**src/rtl/feedback_writer.sv**
```systemverilog
// feedback_writer: producer side of the per-channel FM feedback path.
// Averages the current and previous modulator output of a channel and
// writes the result into the channel feedback store. After reset it
// sweeps every channel to zero. A key-on clear zeroes a single channel.
module feedback_writer #(
  parameter int W   = 10,
  parameter int NCH = 9
) (
  input  logic                clk,
  input  logic                reset,      // synchronous, active-low
  input  logic                in_valid,
  output logic                in_ready,
  input  logic [3:0]          in_ch,
  input  logic                in_mod,
  input  logic signed [W-1:0] in_data,
  input  logic                clr_valid,
  input  logic [3:0]          clr_ch,
  output logic                wr,
  output logic [3:0]          waddr,
  output logic signed [W-1:0] wdata,
  output logic                busy
);

  localparam int            CW       = 4;
  localparam logic [CW-1:0] NCH_C    = CW'(NCH);
  localparam logic [CW-1:0] LAST_CH  = CW'(NCH - 1);

  typedef enum logic {
    S_INIT = 1'b0,
    S_RUN  = 1'b1
  } state_e;

  state_e              state_q, state_d;
  logic [CW-1:0]       cnt_q, cnt_d;
  logic                wr_q, wr_d;
  logic [CW-1:0]       waddr_q, waddr_d;
  logic signed [W-1:0] wdata_q, wdata_d;

  // Last modulator output per channel.
  logic signed [W-1:0] prev_q [NCH];

  // Single write port into the prev array, driven by the next-state logic.
  logic                prev_we;
  logic [CW-1:0]       prev_wa;
  logic signed [W-1:0] prev_wd;

  logic                ch_ok;
  logic                clr_hit;
  logic                smp_hit;
  logic [CW-1:0]       rd_idx;
  logic signed [W-1:0] prev_rd;
  logic signed [W:0]   sum;
  logic signed [W-1:0] avg;

  assign in_ready = (state_q == S_RUN);
  assign busy     = (state_q == S_INIT);
  assign wr       = wr_q;
  assign waddr    = waddr_q;
  assign wdata    = wdata_q;

  // Decode acceptance of clears and samples, and form the floored average.
  always_comb begin
    ch_ok   = (in_ch < NCH_C);
    clr_hit = in_ready && clr_valid && (clr_ch < NCH_C);
    // A valid clear owns the write port; any sample that cycle is dropped.
    smp_hit = in_valid && in_ready && in_mod && ch_ok && !clr_hit;
    rd_idx  = ch_ok ? in_ch : '0;
    prev_rd = prev_q[rd_idx];
    // Sign-extend both operands so the sum cannot overflow.
    sum     = {prev_rd[W-1], prev_rd} + {in_data[W-1], in_data};
    avg     = sum[W:1];
  end

  // Next-state, write-port and output-register logic.
  always_comb begin
    // NOTE: every signal gets a default first so no path leaves it unassigned, which would infer a latch.
    state_d = state_q;
    cnt_d   = cnt_q;
    wr_d    = 1'b0;
    waddr_d = waddr_q;
    wdata_d = wdata_q;
    prev_we = 1'b0;
    prev_wa = '0;
    prev_wd = '0;
    case (state_q)
      S_INIT: begin
        prev_we = 1'b1;
        prev_wa = cnt_q;
        wr_d    = 1'b1;
        waddr_d = cnt_q;
        wdata_d = '0;
        if (cnt_q == LAST_CH) begin
          state_d = S_RUN;
          cnt_d   = '0;
        end else begin
          cnt_d = cnt_q + CW'(1);
        end
      end
      S_RUN: begin
        if (clr_hit) begin
          prev_we = 1'b1;
          prev_wa = clr_ch;
          wr_d    = 1'b1;
          waddr_d = clr_ch;
          wdata_d = '0;
        end else if (smp_hit) begin
          prev_we = 1'b1;
          prev_wa = in_ch;
          prev_wd = in_data;
          wr_d    = 1'b1;
          waddr_d = in_ch;
          wdata_d = avg;
        end
      end
      default: state_d = S_INIT;
    endcase
  end

  // State and output registers with synchronous active-low reset.
  always_ff @(posedge clk) begin
    // NOTE: sequential state uses non-blocking assignments so all registers update from pre-edge values.
    if (!reset) begin
      state_q <= S_INIT;
      cnt_q   <= '0;
      wr_q    <= 1'b0;
      waddr_q <= '0;
      wdata_q <= '0;
    end else begin
      state_q <= state_d;
      cnt_q   <= cnt_d;
      wr_q    <= wr_d;
      waddr_q <= waddr_d;
      wdata_q <= wdata_d;
    end
  end

  // Per-channel prev storage.
  always_ff @(posedge clk) begin
    // NOTE: the array is deliberately not reset; the init sweep zeroes it, so it can map to plain storage.
    if (reset && prev_we) begin
      prev_q[prev_wa] <= prev_wd;
    end
  end

endmodule
```
**config.mk**
```make
export PLATFORM = sky130hd
export DESIGN_NAME = feedback_writer
export DESIGN_NICKNAME = d
export VERILOG_FILES = /design/src/rtl/feedback_writer.sv
export SDC_FILE = /design/constraint.sdc
export NUM_CORES = 1
export LEC_CHECK = 0
export BUFFER_PORTS_ARGS = -buffer_cell sky130_fd_sc_hd__buf_2
export CORE_AREA = 2 2 94 96
export CTS_BUF_LIST = sky130_fd_sc_hd__clkbuf_2 sky130_fd_sc_hd__clkbuf_4 sky130_fd_sc_hd__clkbuf_8
export CTS_CLUSTER_SIZE = 10
export DETAILED_ROUTE_END_ITERATION = 8
export DIE_AREA = 0 0 96 98
export PLACE_DENSITY_LB_ADDON = 0.2
export REMOVE_ABC_BUFFERS = 1
export SKIP_CTS_REPAIR_TIMING = 1
export SYNTH_ARGS = -nofsm -noshare
export SYNTH_HDL_FRONTEND = slang
export SYNTH_SLANG_ARGS = --single-unit
```
**constraint.sdc**
```tcl
create_clock -name clk -period 5.5 [get_ports clk]
set_input_delay 1.375 -clock clk [delete_from_list [all_inputs] [get_ports clk]]
set_output_delay 1.375 -clock clk [all_outputs]
set_load 0.02 [all_outputs]
```
==> Word-level counts from Yosys, hierarchy flattened <==
Memories as Yosys holds them, arrays and structs flattened.
Index checks and enable logic that the tools add are counted.
Widths: inputs -> output; s select.
{ "word_totals": {"out_inout_bits": 17, "elab_cells": 42, "input_bits": 23, "memories": 1, "latch_bits": 0, "register_bits": 20, "rom_bits": 0, "mem_bits_rw": 90} }
{ "memory_table": {"columns": ["memory", "words", "word_bits", "rd", "rd_clocked_by_memory_dff", "wr", "line", "text"], "rows": [
  ["prev_q", 9, 10, 1, 0, 1, "40", "logic signed [W-1:0] prev_q [NCH];"]
]} }
{ "classes": {"n_mul": 0, "magnitude_cmp": 2, "addsub": 2, "n_eq_ne": 2, "reduce_logical": 8, "shift": 0, "div": 0, "n_bitwise": 1, "n_mux": 21} }
{ "op_table": {"columns": ["operator", "count"], "rows": [
  ["$mux 10", 5],
  ["$mux 4", 6],
  ["$pmux 10 s2", 1],
  ["$pmux 4 s2", 2],
  ["$add 10x10->11", 1],
  ["$lt 4x4->1 const B", 2],
  ["$logic_and 1x1->1", 7],
  ["$mux 1", 6],
  ["$add 4x1->4 const B", 1],
  ["$eq 4x4->1 const B", 1],
  ["$ne 3x1->1 const B", 1],
  ["$pmux 1 s2", 1],
  ["$logic_not 1->1", 1],
  ["$not 1->1", 1]
]} }

==> Depth between registers and ports, before layout <==
Gate-level depths: netlist of run 1.
{ "logic_depth": {"word_depth": 10, "depth_mapped": 15, "ltp_nobuf": 13} }

==> Worst setup path after synthesis of run 1 <==
No wires, ideal clock.
{ "synth_timing": {"path_kind": "input to register", "startpoint": "input in_ch[0]", "endpoint": "register wdata_q[8], in the netlist wdata[8]", "t_arrival_ns": 4.314, "setup_time_ns": 0.124, "path_slack_ns": 1.062, "stages": 15, "required_time_ns": 5.376, "path_buffers": 3, "path_cell_list": "buf_6 nor2b_1 buf_2 buf_2 mux4_2 mux2i_1 o21ai_0 ha_1 and2_1 o21ai_0 o21ai_0 o41ai_1 a21boi_0 xor2_1 o21ai_0"} }
{ "synth_via": {"elab_chain_len": 7, "word_cells_on_any_way": 10, "classes_between": "add/sub: 1; order compare: 1; eq/ne: 1; mux: 4; reduce/logical: 2; memory: 1"} }
{ "synth_lines": {"columns": ["item", "line", "text"], "rows": [
  ["start: declaration", "13", "input logic [3:0] in_ch,"],
  ["$lt 4x4->1", "63", "ch_ok = (in_ch < NCH_C);"],
  ["$mux 4", "67", "rd_idx = ch_ok ? in_ch : '0;"],
  ["$mem_v2 9x10", null, null],
  ["$add 10x10->11", "70", "sum = {prev_rd[W-1], prev_rd} + {in_data[W-1], in_data};"],
  ["$mux 10", "106", "end else if (smp_hit) begin"],
  ["$mux 10", "100", "if (clr_hit) begin"],
  ["$pmux 10 s2", "85", "case (state_q)"],
  ["end signal: assignment", "133", "wdata_q <= wdata_d;"],
  ["end: declaration", "37", "logic signed [W-1:0] wdata_q, wdata_d;"]
]} }
Parallel ways exist; a longest one is shown, timed or not. The select of a mux whose other input is x is not followed.
A chain may end at the register's enable or synchronous reset.

==> Worst setup path after layout of run 1 <==
Ends and elaborated chain as after synthesis.

==> results_dict.tcl, run 1 <==
set metrics [dict create \
    run_status "completed" \
    cp-start-kind "input port" \
    worstPathArrival_ps 4470 \
    synth.cell_area_um2 4910 \
    detailroute.via_count 3082 \
    finalInstanceArea_um2 5500 \
    cts.path.max_buffers 2 \
    synthesis.yosys.warnings 0 \
    numClockSinks 110 \
    slowest_delay_ps 560 \
    port_buffers 39 \
    path_delay_family "compound AO/OA/AOI/OAI gates" \
    design.portCount 40 \
    dr.first_iter.drc_count 233 \
    synth_cell_types 45 \
    critical_path.n_buffers_inverters 2 \
    placement_row_count 34 \
    endpoints_failing_hold 0 \
    crit_chain "buf_2 > nor2b_2 > buf_4 > mux4_2 > mux2i_1 > o21ai_0 > ha_1 > and2_1 > o21ai_0 > o21ai_0 > o41ai_1 > a21boi_0 > xor2_1 > o21ai_0" \
    ys_async_sr_fraction_pct 0 \
    critical_path_peak_fanout 19 \
    power-per-cell-area_nw_per_um2 292 \
    slew_headroom_pct 40.9 \
    dieArea_um2 9410 \
    synthCells 358 \
    fp.dieW_um 96 \
    worst_skew_pair.late_latency_ps 370 \
    finalSetupViolCount 0 \
    grt_start_max_net_pins 22 \
    instances_no_fill 519 \
    timing_worst_setup_path_type "in -> reg" \
    grt_antenna_before_repair 0 \
    critical-path-top-cell-by-count "sky130_fd_sc_hd__o21ai_0" \
    max_clock_freq_mhz 238 \
    fp.dieH_um 98 \
    cts-buffers-inserted 9 \
    drv_cap 0 \
    finalCoreUtilization_pct 64.9 \
    placement.cell_area_um2 5280 \
    grt_setup_unrepaired "no" \
    post_route_setup_slack_ps 1300 \
    netlist.top_cell.by_area "sky130_fd_sc_hd__edfxtp_1" \
    dp_worst_setup_slack_ps 886 \
    grt_use_total_pct 23.2 \
    tritoncts "done" \
    wl_per_cell_um 19.5 \
    synth_seq_cells 110 \
    timing.final.max_slew_violations 0 \
    htree_levels 3 \
    timing.hold.worst.class "reg -> reg" \
    grt.overflow.total 0 \
    cts_root_buf "sky130_fd_sc_hd__clkbuf_8" \
    synth-edff-count 90 \
    antenna-diode-count 0 \
    detail-route-antenna-nets 0 \
    timing.critical_path.slowest_stage_cell "sky130_fd_sc_hd__mux4_2" \
    dp_hpwl_um 6630 \
    drc_errors 0 \
    period_minus_slack_ps 4200 \
    synthesis.area_per_instance_um2 13.7 \
    critical_path_required_ps 5770 \
    clk_transition_reported_paths_ps 110 \
    via_count_of_the_first_global_routing_pass 2921 \
    drt_pass1_iterations 5 \
    ys_top_cells_by_area "sky130_fd_sc_hd__edfxtp_1 (55%), sky130_fd_sc_hd__mux4_2 (8.3%), sky130_fd_sc_hd__dfxtp_1 (8.2%), sky130_fd_sc_hd__mux2i_1 (2.9%), sky130_fd_sc_hd__ha_1 (2.8%)" \
    core_area_um2 8470 \
    post_route_cells_drive_above_1_share_pct 22.4 \
    placed_cells_incl_taps 503 \
    vias_per_cell 5.94 \
    starting_density_pct 58.0 \
    drt-total-wl_um 10100 \
    nFillCells 619 \
    clock-skew-final_ps 8.85 \
    tightestPinTransition_ps 887 \
    synth_sequential_area_ratio_pct 63.2 \
    p_leak_nw 2.14 \
    setup_total_negative_slack_ps 0 \
    yosys-top-cells-count "sky130_fd_sc_hd__edfxtp_1 (90), sky130_fd_sc_hd__nand2_1 (31), sky130_fd_sc_hd__nor2_1 (30)" \
    synthMostInstantiatedCell "sky130_fd_sc_hd__edfxtp_1" \
    vdd_drop_max_v 0.000202 \
    grt_first_pass_wirelength_um 15800 \
    ys.flop_type "sky130_fd_sc_hd__edfxtp_1" \
    place.gp.congestion 0.803 \
    layout-area-overhead-vs-synth_pct 11.9 \
    worst_setup_path_end_kind "flip-flop" \
    synth.top_cell.area_share_pct 55.0 \
    final_nets 441 \
    layout_worst_path_cycle_share_pct 76.4 \
]
[layer usage]
metal | global-route usage [%] | vias to the layer above | share of wire (%)
li1 | - | 1452 | -
met1 | 33.5 | 1508 | 45
met2 | 34.5 | 101 | 47
met3 | 5.02 | 21 | 5.6
met4 | 9.56 | 0 | 2.7
met5 | 0 | - | 0
[final timing paths]
| check | from | end | slack [ps] | cells after the start |
|---|---|---|---|---|
| worst max register to register | in_ready | prev_q[1][1] | 2610 | 8 |
| worst min register to register | wdata[7] | wdata[7] | 450 | 2 |
| worst max-delay path | in_ch[0] | wdata[8] | 1300 | 14 |
| worst min-delay path | wdata[7] | wdata[7] | 450 | 2 |
[worst min-delay path, stage by stage (launching register included)]
cell and delay (ps):
sky130_fd_sc_hd__dfxtp_1 330, sky130_fd_sc_hd__nand2_1 50, sky130_fd_sc_hd__nand2_1 40
[placed cells by master, fill, tap and decap left out, drive strengths merged, types with 5 or more instances in the layout]
| cell | instances |
|---|---|
| edfxtp | 90 |
| buf | 52 |
| nand2 | 31 |
| nor2 | 30 |
| o21ai | 22 |
| dfxtp | 20 |
| mux4 | 18 |
| inv | 15 |
| mux2i | 14 |
| and2 | 13 |
| a21oi | 12 |
| ha | 11 |
| clkbuf | 9 |
| a31oi | 6 |
| a22oi | 6 |
| nor2b | 6 |
| nand4 | 5 |
[layout make-up]
| cell class | count | area [um^2] | area share, % |
|---|---|---|---|
| sequential | 110 | 3100 | 56.5 |
| multi-input combinational | 222 | 1710 | 31.0 |
| clock buffer | 9 | 124 | 2.25 |
| inverter | 11 | 41.3 | 0.751 |
| tap | 108 | 135 | 2.46 |
| clock inverter | 7 | 95.1 | 1.73 |
| timing repair buffer | 52 | 293 | 5.33 |
[flip-flops by register name, summed over array words and instances, names as in the netlist]
name      cells
prev_q       90
wdata        10
cnt_q         4
waddr         4
in_ready      1
wr            1
[stage by stage]
step                      hold slack [ps]  power [mW]
final                                 449        1.60
after global placement                430        1.10
after global routing                  475        1.67
after floorplan                       489        1.05
after CTS                             450        1.62
after detailed placement              433        1.10
[logic make-up (layout without fill, tap and decap cells)]
group           Yosys count  in the layout  synth area share (%)
flops                   110            110                  63.2
compound gates           64             64                  8.25
mux                      32             32                  11.1
fa+ha+maj                12             12                  3.21
xor+xnor                  7              7                  1.25
simple gates            107            107                  10.7
buf+inv                  26             79                  2.27
[power by group]
part / internal [mW] / switching (mW)
logic: 0.0727 / 0.100
clock network: 0.225 / 0.293
registers: 0.906 / 0.00541
Power figures use the tool's default switching activity.
==> inputs of run 2 (changes only) <==
ABC_AREA = 1   (was unset)
CORE_AREA = 2 2 99 101   (was 2 2 94 96)
DIE_AREA = 0 0 101 103   (was 0 0 96 98)
clock period = 3.7 ns   (was 5.5 ns; I/O delays follow)
==> run 2 against run 1 <==
Synthesized cell count rose by 42%. Register-to-register slack got worse by 1500 ps. Die area rose by 11%. Critical endpoint is now wdata[9]. First-iteration DRC count fell by 6.9%. Largest power group unchanged.
==> results_dict.tcl, run 2 <==
set metrics [dict create \
    synthMostInstantiatedCell "sky130_fd_sc_hd__nand2_1" \
    post_route_cells_drive_above_1_share_pct 21.0 \
    synthCells 507 \
    drc_errors 0 \
    wl_per_cell_um 17.1 \
    synth.cell_area_um2 5110 \
    grt_setup_unrepaired "no" \
    htree_levels 3 \
    final_nets 598 \
    synth_seq_cells 110 \
    grt_antenna_before_repair 0 \
    antenna-diode-count 0 \
    vdd_drop_max_v 0.000252 \
    drv_cap 0 \
    vias_per_cell 5.50 \
    critical_path_required_ps 3950 \
    hold_start "wdata[1]" \
    endpoints_failing_hold 0 \
    layout.area.seq_um2 3100 \
    core_area_um2 9460 \
    p_leak_nw 2.32 \
    numClockSinks 110 \
    worst_skew_pair.late_latency_ps 380 \
    netlist.top_cell.by_area "sky130_fd_sc_hd__edfxtp_1" \
    design.portCount 40 \
    critical_path.reg2reg.endpoint "wdata[9]" \
    ys_top_cells_by_area "sky130_fd_sc_hd__edfxtp_1 (53%), sky130_fd_sc_hd__nand2_1 (9.1%), sky130_fd_sc_hd__dfxtp_1 (7.8%), sky130_fd_sc_hd__nand3_1 (7.6%), sky130_fd_sc_hd__inv_1 (2.9%)" \
    critical_path_peak_fanout 14 \
    most-common-layout-cells "sky130_fd_sc_hd__nand2_1 (124), sky130_fd_sc_hd__edfxtp_1 (90), sky130_fd_sc_hd__nand3_1 (78), sky130_fd_sc_hd__inv_1 (40), sky130_fd_sc_hd__buf_2 (39)" \
    detail-route-antenna-nets 0 \
    ys_async_sr_fraction_pct 0 \
    ys.flop_type "sky130_fd_sc_hd__edfxtp_1" \
    nFillCells 775 \
    cts_root_buf "sky130_fd_sc_hd__clkbuf_8" \
    whs_path_depth 2 \
    yosys-top-cells-count "sky130_fd_sc_hd__nand2_1 (124), sky130_fd_sc_hd__edfxtp_1 (90), sky130_fd_sc_hd__nand3_1 (78)" \
    synth.top_cell.area_share_pct 52.9 \
    dieArea_um2 10400 \
    worst_setup_path_end_kind "flip-flop" \
    placed_cells_incl_taps 666 \
    worstPathArrival_ps 3580 \
    synthesis.yosys.warnings 0 \
    hold_end "wdata[1]" \
    synth_sequential_area_ratio_pct 60.8 \
    detailroute.via_count 3751 \
    largest_register_ffs 90 \
    timing.final.max_slew_violations 0 \
    tritoncts "done" \
    timing.hold.worst.class "reg -> reg" \
    instances_no_fill 682 \
    starting_density_pct 54.0 \
    fp.dieW_um 101 \
    fp.dieH_um 103 \
    grt.overflow.total 0 \
    final_common_cell "sky130_fd_sc_hd__nand2_1" \
    cts.path.max_buffers 2 \
    max_clock_freq_mhz 301 \
    synthesis.area_per_instance_um2 10.1 \
    grt_first_pass_wirelength_um 17700 \
    layout_worst_path_cycle_share_pct 89.9 \
    slew_headroom_pct 60.8 \
    dp_hpwl_um 7770 \
    cp-start-kind "input port" \
    placement_row_count 36 \
    port_buffers 39 \
    period_minus_slack_ps 3330 \
    timing_worst_setup_path_type "in -> reg" \
    run_status "completed" \
    via_count_of_the_first_global_routing_pass 3452 \
    dr.first_iter.drc_count 217 \
    clk_transition_reported_paths_ps 110 \
    clock-skew-final_ps 9.91 \
    grt_use_total_pct 23.0 \
    power_mw 2.54 \
    tightestPinTransition_ps 586 \
    cts-buffers-inserted 9 \
    biggest_register "prev_q" \
    setup.reg_to_reg.worst_slack_ps 1140 \
    finalSetupViolCount 0 \
    drt_pass1_iterations 5 \
    reg2reg_depth 18 \
    power-per-cell-area_nw_per_um2 439 \
    place.gp.congestion 0.869 \
    grt_start_max_net_pins 25 \
    synth_cell_types 35 \
    multiInputGateArea_um2 1710 \
    layout-area-overhead-vs-synth_pct 13.4 \
    synth-edff-count 90 \
    worst_r2r_startpoint "prev_q[6][0]" \
    drt-total-wl_um 11700 \
]
run 2: cell count changes after synthesis, moves of 12 or more:
| cell | change |
|---|---|
| sky130_fd_sc_hd__a21oi_1 | +12 |
| sky130_fd_sc_hd__and2_1 | -12 |
| sky130_fd_sc_hd__mux4_2 | -18 |
| sky130_fd_sc_hd__mux2i_1 | -14 |
| sky130_fd_sc_hd__nand2_1 | +93 |
| sky130_fd_sc_hd__inv_2 | +14 |
| sky130_fd_sc_hd__inv_1 | +29 |
| sky130_fd_sc_hd__nand3_1 | +74 |
run 2: worst max-delay path by stage:
| stage | slack (ps) | startpoint | end | cells after the start |
|---|---|---|---|---|
| 5_1_grt | 70 | in_ch[2] | wdata[9] | 22 |
| 6_report | 370 | in_ch[2] | wdata[9] | 22 |
| 4_1_cts | 310 | in_ch[2] | wdata[9] | 22 |
| 3_3_place_gp | 60 | in_ch[2] | wdata[9] | 19 |
| 3_5_place_dp | -80 | in_ch[2] | wdata[9] | 22 |
| 2_1_floorplan | 120 | in_ch[2] | wdata[9] | 21 |
run 2: power by group:
part	leakage, nW	internal, mW	switching, mW
logic	1.32	0.121	0.214
clock network	0.119	0.398	0.435
registers	0.884	1.36	0.0113
total	2.32	1.88	0.660
run 2: layout make-up:
class	instances	share of cell area [%]
Sequential cell	110	53.6
Multi-Input combinational cell	325	29.5
Timing Repair Buffer	62	6.79
Inverter	55	3.61
Tap cell	114	2.46
Clock buffer	9	2.14
Clock inverter	7	1.92
run 2: stage by stage:
stage	setup slack (ps)	hold slack [ps]	cell area, um^2	setup TNS, ps	utilization, %
after floorplan	124	468	5020	0	-
after global placement	59.4	454	5550	0	58.7
after detailed placement	-76.1	450	5550	-76.1	58.7
after CTS	313	466	5790	0	61.2
after global routing	72.7	486	5790	0	61.2
final	374	464	5790	0	61.2
run 2: kinds of logic after synthesis:
kind of cell / Yosys count / share of synthesized area [%]
simple gates: 257 / 23.9
flops: 110 / 60.8
compound gates: 54 / 6.05
buf+inv: 72 / 5.83
fa+ha+maj: 12 / 3.09
xor+xnor: 2 / 0.343
run 2: layer usage:
metal,up-vias,part of all wire [%],GRT usage [%]
met5,-,0,0
met4,0,2.4,8.63
met3,24,5.4,3.80
met2,119,49,37.7
met1,1780,44,31.3
li1,1828,-,-
run 2: worst max-delay path, stage by stage:
cell,delay [ps]
sky130_fd_sc_hd__buf_2,120
sky130_fd_sc_hd__nor2_4,90
sky130_fd_sc_hd__nand2_2,70
sky130_fd_sc_hd__nand2_4,70
sky130_fd_sc_hd__nand2_4,100
sky130_fd_sc_hd__inv_4,160
sky130_fd_sc_hd__nand2_1,70
sky130_fd_sc_hd__nand3_1,80
sky130_fd_sc_hd__nand3_1,80
sky130_fd_sc_hd__nand3_1,100
sky130_fd_sc_hd__o21ai_0,150
sky130_fd_sc_hd__fa_1,480
sky130_fd_sc_hd__o21ai_1,260
sky130_fd_sc_hd__nand2_1,80
sky130_fd_sc_hd__nand2_1,70
sky130_fd_sc_hd__a21oi_1,90
sky130_fd_sc_hd__o21ai_0,200
sky130_fd_sc_hd__nand2_1,100
sky130_fd_sc_hd__nand2_1,70
sky130_fd_sc_hd__a21oi_1,50
sky130_fd_sc_hd__o21ai_0,90
sky130_fd_sc_hd__a21oi_1,80
==> inputs of run 3 (changes only) <==
CORE_AREA = 2 2 104 96   (was 2 2 99 101)
DIE_AREA = 0 0 106 98   (was 0 0 101 103)
==> run 3 against run 2 <==
Final cell count rose by 2.8%. Register-to-register slack improved by 50 ps. Clock skew fell by 4.0 ps. Combinational power rose by 3%. Hold slack improved by 1.5 ps. Sequential power barely moved. Global-route usage rose by 0.47 points. Power fell by 3.9%. Critical endpoint unchanged. Largest cell class unchanged. Highest routed layer unchanged.
==> results_dict.tcl, run 3 (synthesized netlist as in run 2, its figures left out) <==
set metrics [dict create \
    period_minus_slack_ps 3280 \
    crit_chain "buf_2 > inv_2 > nand2_2 > nand2_4 > nand2_4 > buf_12 > nand2_1 > nand3_1 > nand3_1 > nand3_1 > o21ai_0 > fa_1 > o21ai_0 > nand2_1 > nand2_1 > a21oi_1 > o21ai_0 > nand2_1 > nand2_1 > a21oi_1 > o21ai_0 > a21oi_1" \
    whs_path_depth 2 \
    starting_density_pct 54.3 \
    layout-area-overhead-vs-synth_pct 13.7 \
    max_clock_freq_mhz 305 \
    antenna-diode-count 0 \
    placement_row_count 34 \
    worstPathArrival_ps 3520 \
    grt_antenna_before_repair 0 \
    vias_per_cell 5.22 \
    timing.critical_path.slowest_stage_cell "sky130_fd_sc_hd__fa_1" \
    layout_worst_path_cycle_share_pct 88.5 \
    finalCoreUtilization_pct 61.8 \
    post_route_cells_drive_above_1_share_pct 21.9 \
    drt_pass1_iterations 4 \
    critical_path_required_ps 3940 \
    drv_cap 0 \
    finalInstanceArea_um2 5810 \
    cts_root_buf "sky130_fd_sc_hd__clkbuf_8" \
    via_count_of_the_first_global_routing_pass 3598 \
    fp.dieH_um 98 \
    timing_worst_setup_path_type "in -> reg" \
    worst_skew_pair.late_latency_ps 370 \
    worst_r2r_startpoint "prev_q[6][0]" \
    tritoncts "done" \
    htree_levels 3 \
    clock-skew-final_ps 5.87 \
    detail-route-antenna-nets 0 \
    design.portCount 40 \
    biggest_register "prev_q" \
    grt_use_total_pct 23.5 \
    grt_first_pass_wirelength_um 18500 \
    cp-start-kind "input port" \
    cts.path.max_buffers 2 \
    core_area_um2 9400 \
    numClockSinks 110 \
    detailroute.via_count 3658 \
    timing.hold.worst.class "reg -> reg" \
    cts-buffers-inserted 9 \
    setup_total_negative_slack_ps 0 \
    final_common_cell "sky130_fd_sc_hd__nand2_1" \
    run_status "completed" \
    final_nets 605 \
    grt.overflow.total 0 \
    largest_register_ffs 90 \
    wl_per_cell_um 16.4 \
    port_buffers 39 \
    slowest_delay_ps 450 \
    critical_path.n_buffers_inverters 3 \
    drt-total-wl_um 11500 \
    power_mw 2.44 \
    path_delay_family "compound AO/OA/AOI/OAI gates" \
    critical_path_peak_fanout 23 \
    setup.worst_path.start "in_ch[1]" \
    grt_start_max_net_pins 24 \
    most-common-layout-cells "sky130_fd_sc_hd__nand2_1 (124), sky130_fd_sc_hd__edfxtp_1 (90), sky130_fd_sc_hd__nand3_1 (78), sky130_fd_sc_hd__inv_1 (40), sky130_fd_sc_hd__buf_2 (39)" \
    crit_cells 22 \
    dieArea_um2 10400 \
    p_leak_nw 2.34 \
    fp.dieW_um 106 \
    slew_headroom_pct 61.0 \
    timing.final.max_slew_violations 0 \
    critical-path-top-cell-by-count "sky130_fd_sc_hd__nand2_1" \
    vdd_drop_max_v 0.000313 \
    placement.cell_area_um2 5610 \
    reg2reg_depth 18 \
    grt_setup_unrepaired "no" \
    dp_hpwl_um 7920 \
    clk_transition_reported_paths_ps 90 \
    instances_no_fill 701 \
    placed_cells_incl_taps 685 \
    finalSetupViolCount 0 \
    power-per-cell-area_nw_per_um2 420 \
    drc_errors 0 \
    place.gp.congestion 0.878 \
    endpoints_failing_hold 0 \
    dr.first_iter.drc_count 244 \
    tightestPinTransition_ps 583 \
    worst_setup_path_end_kind "flip-flop" \
    hold_start "wdata[7]" \
]
-- run 3: cell types whose count changed in the layout (fill, tap and decap cells not counted) --
cell                         before  now
sky130_fd_sc_hd__clkinvlp_4       0    1
sky130_fd_sc_hd__inv_6            0    1
sky130_fd_sc_hd__o21ai_0         17   18
sky130_fd_sc_hd__clkinv_4         2    1
sky130_fd_sc_hd__inv_8            3    0
sky130_fd_sc_hd__buf_12           2    1
sky130_fd_sc_hd__bufinv_16        2    1
sky130_fd_sc_hd__buf_4           21   29
sky130_fd_sc_hd__clkinv_2         0    1
sky130_fd_sc_hd__clkbuf_4         0    2
sky130_fd_sc_hd__o21ai_1          2    1
-- run 3: routing by layer --
layer | wire [um] | vias to the layer above | GRT usage, %
met3 | 699 | 19 | 4.81
met5 | 0 | - | 0
met4 | 216 | 0 | 7.89
li1 | - | 1844 | -
met2 | 5630 | 89 | 38.0
met1 | 4940 | 1706 | 32.1
-- run 3: cell type report --
class                   instances  area (um^2)
multi-input cells             325         1710
well taps                     126          158
flip-flops and latches        110         3100
clock buffers                  11          139
repair buffers                 69          433
clock inverters                 5         60.1
inverters                      55          209
fillers                       778         3590
-- run 3: tightest hold or removal path: cells and delay by family, from the launching register on --
kind             cells  cell delay, ps
AND/OR/NAND/NOR      1              60
AO/OA/AOI/OAI        1              50
flip-flops           1             320
-- run 3: where the power goes --
part | switching (mW) | internal [mW] | total [mW]
Combinational | 0.215 | 0.130 | 0.345
Clock | 0.393 | 0.331 | 0.724
Sequential | 0.0111 | 1.36 | 1.37
-- run 3: final timing paths --
kind / slack [ps] / end
setup reg to reg: 1190 / wdata[9]
setup / recovery: 420 / wdata[9]
hold / removal: 470 / wdata[7]
hold reg to reg: 470 / wdata[7]
-- run 3: through the flow --
step | hold slack, ps | setup WS, ps
after floorplan | 468 | 124
after global placement | 450 | 142
after detailed placement | 453 | 61.1
after CTS | 467 | 457
after global routing | 484 | 92.8
final | 465 | 425
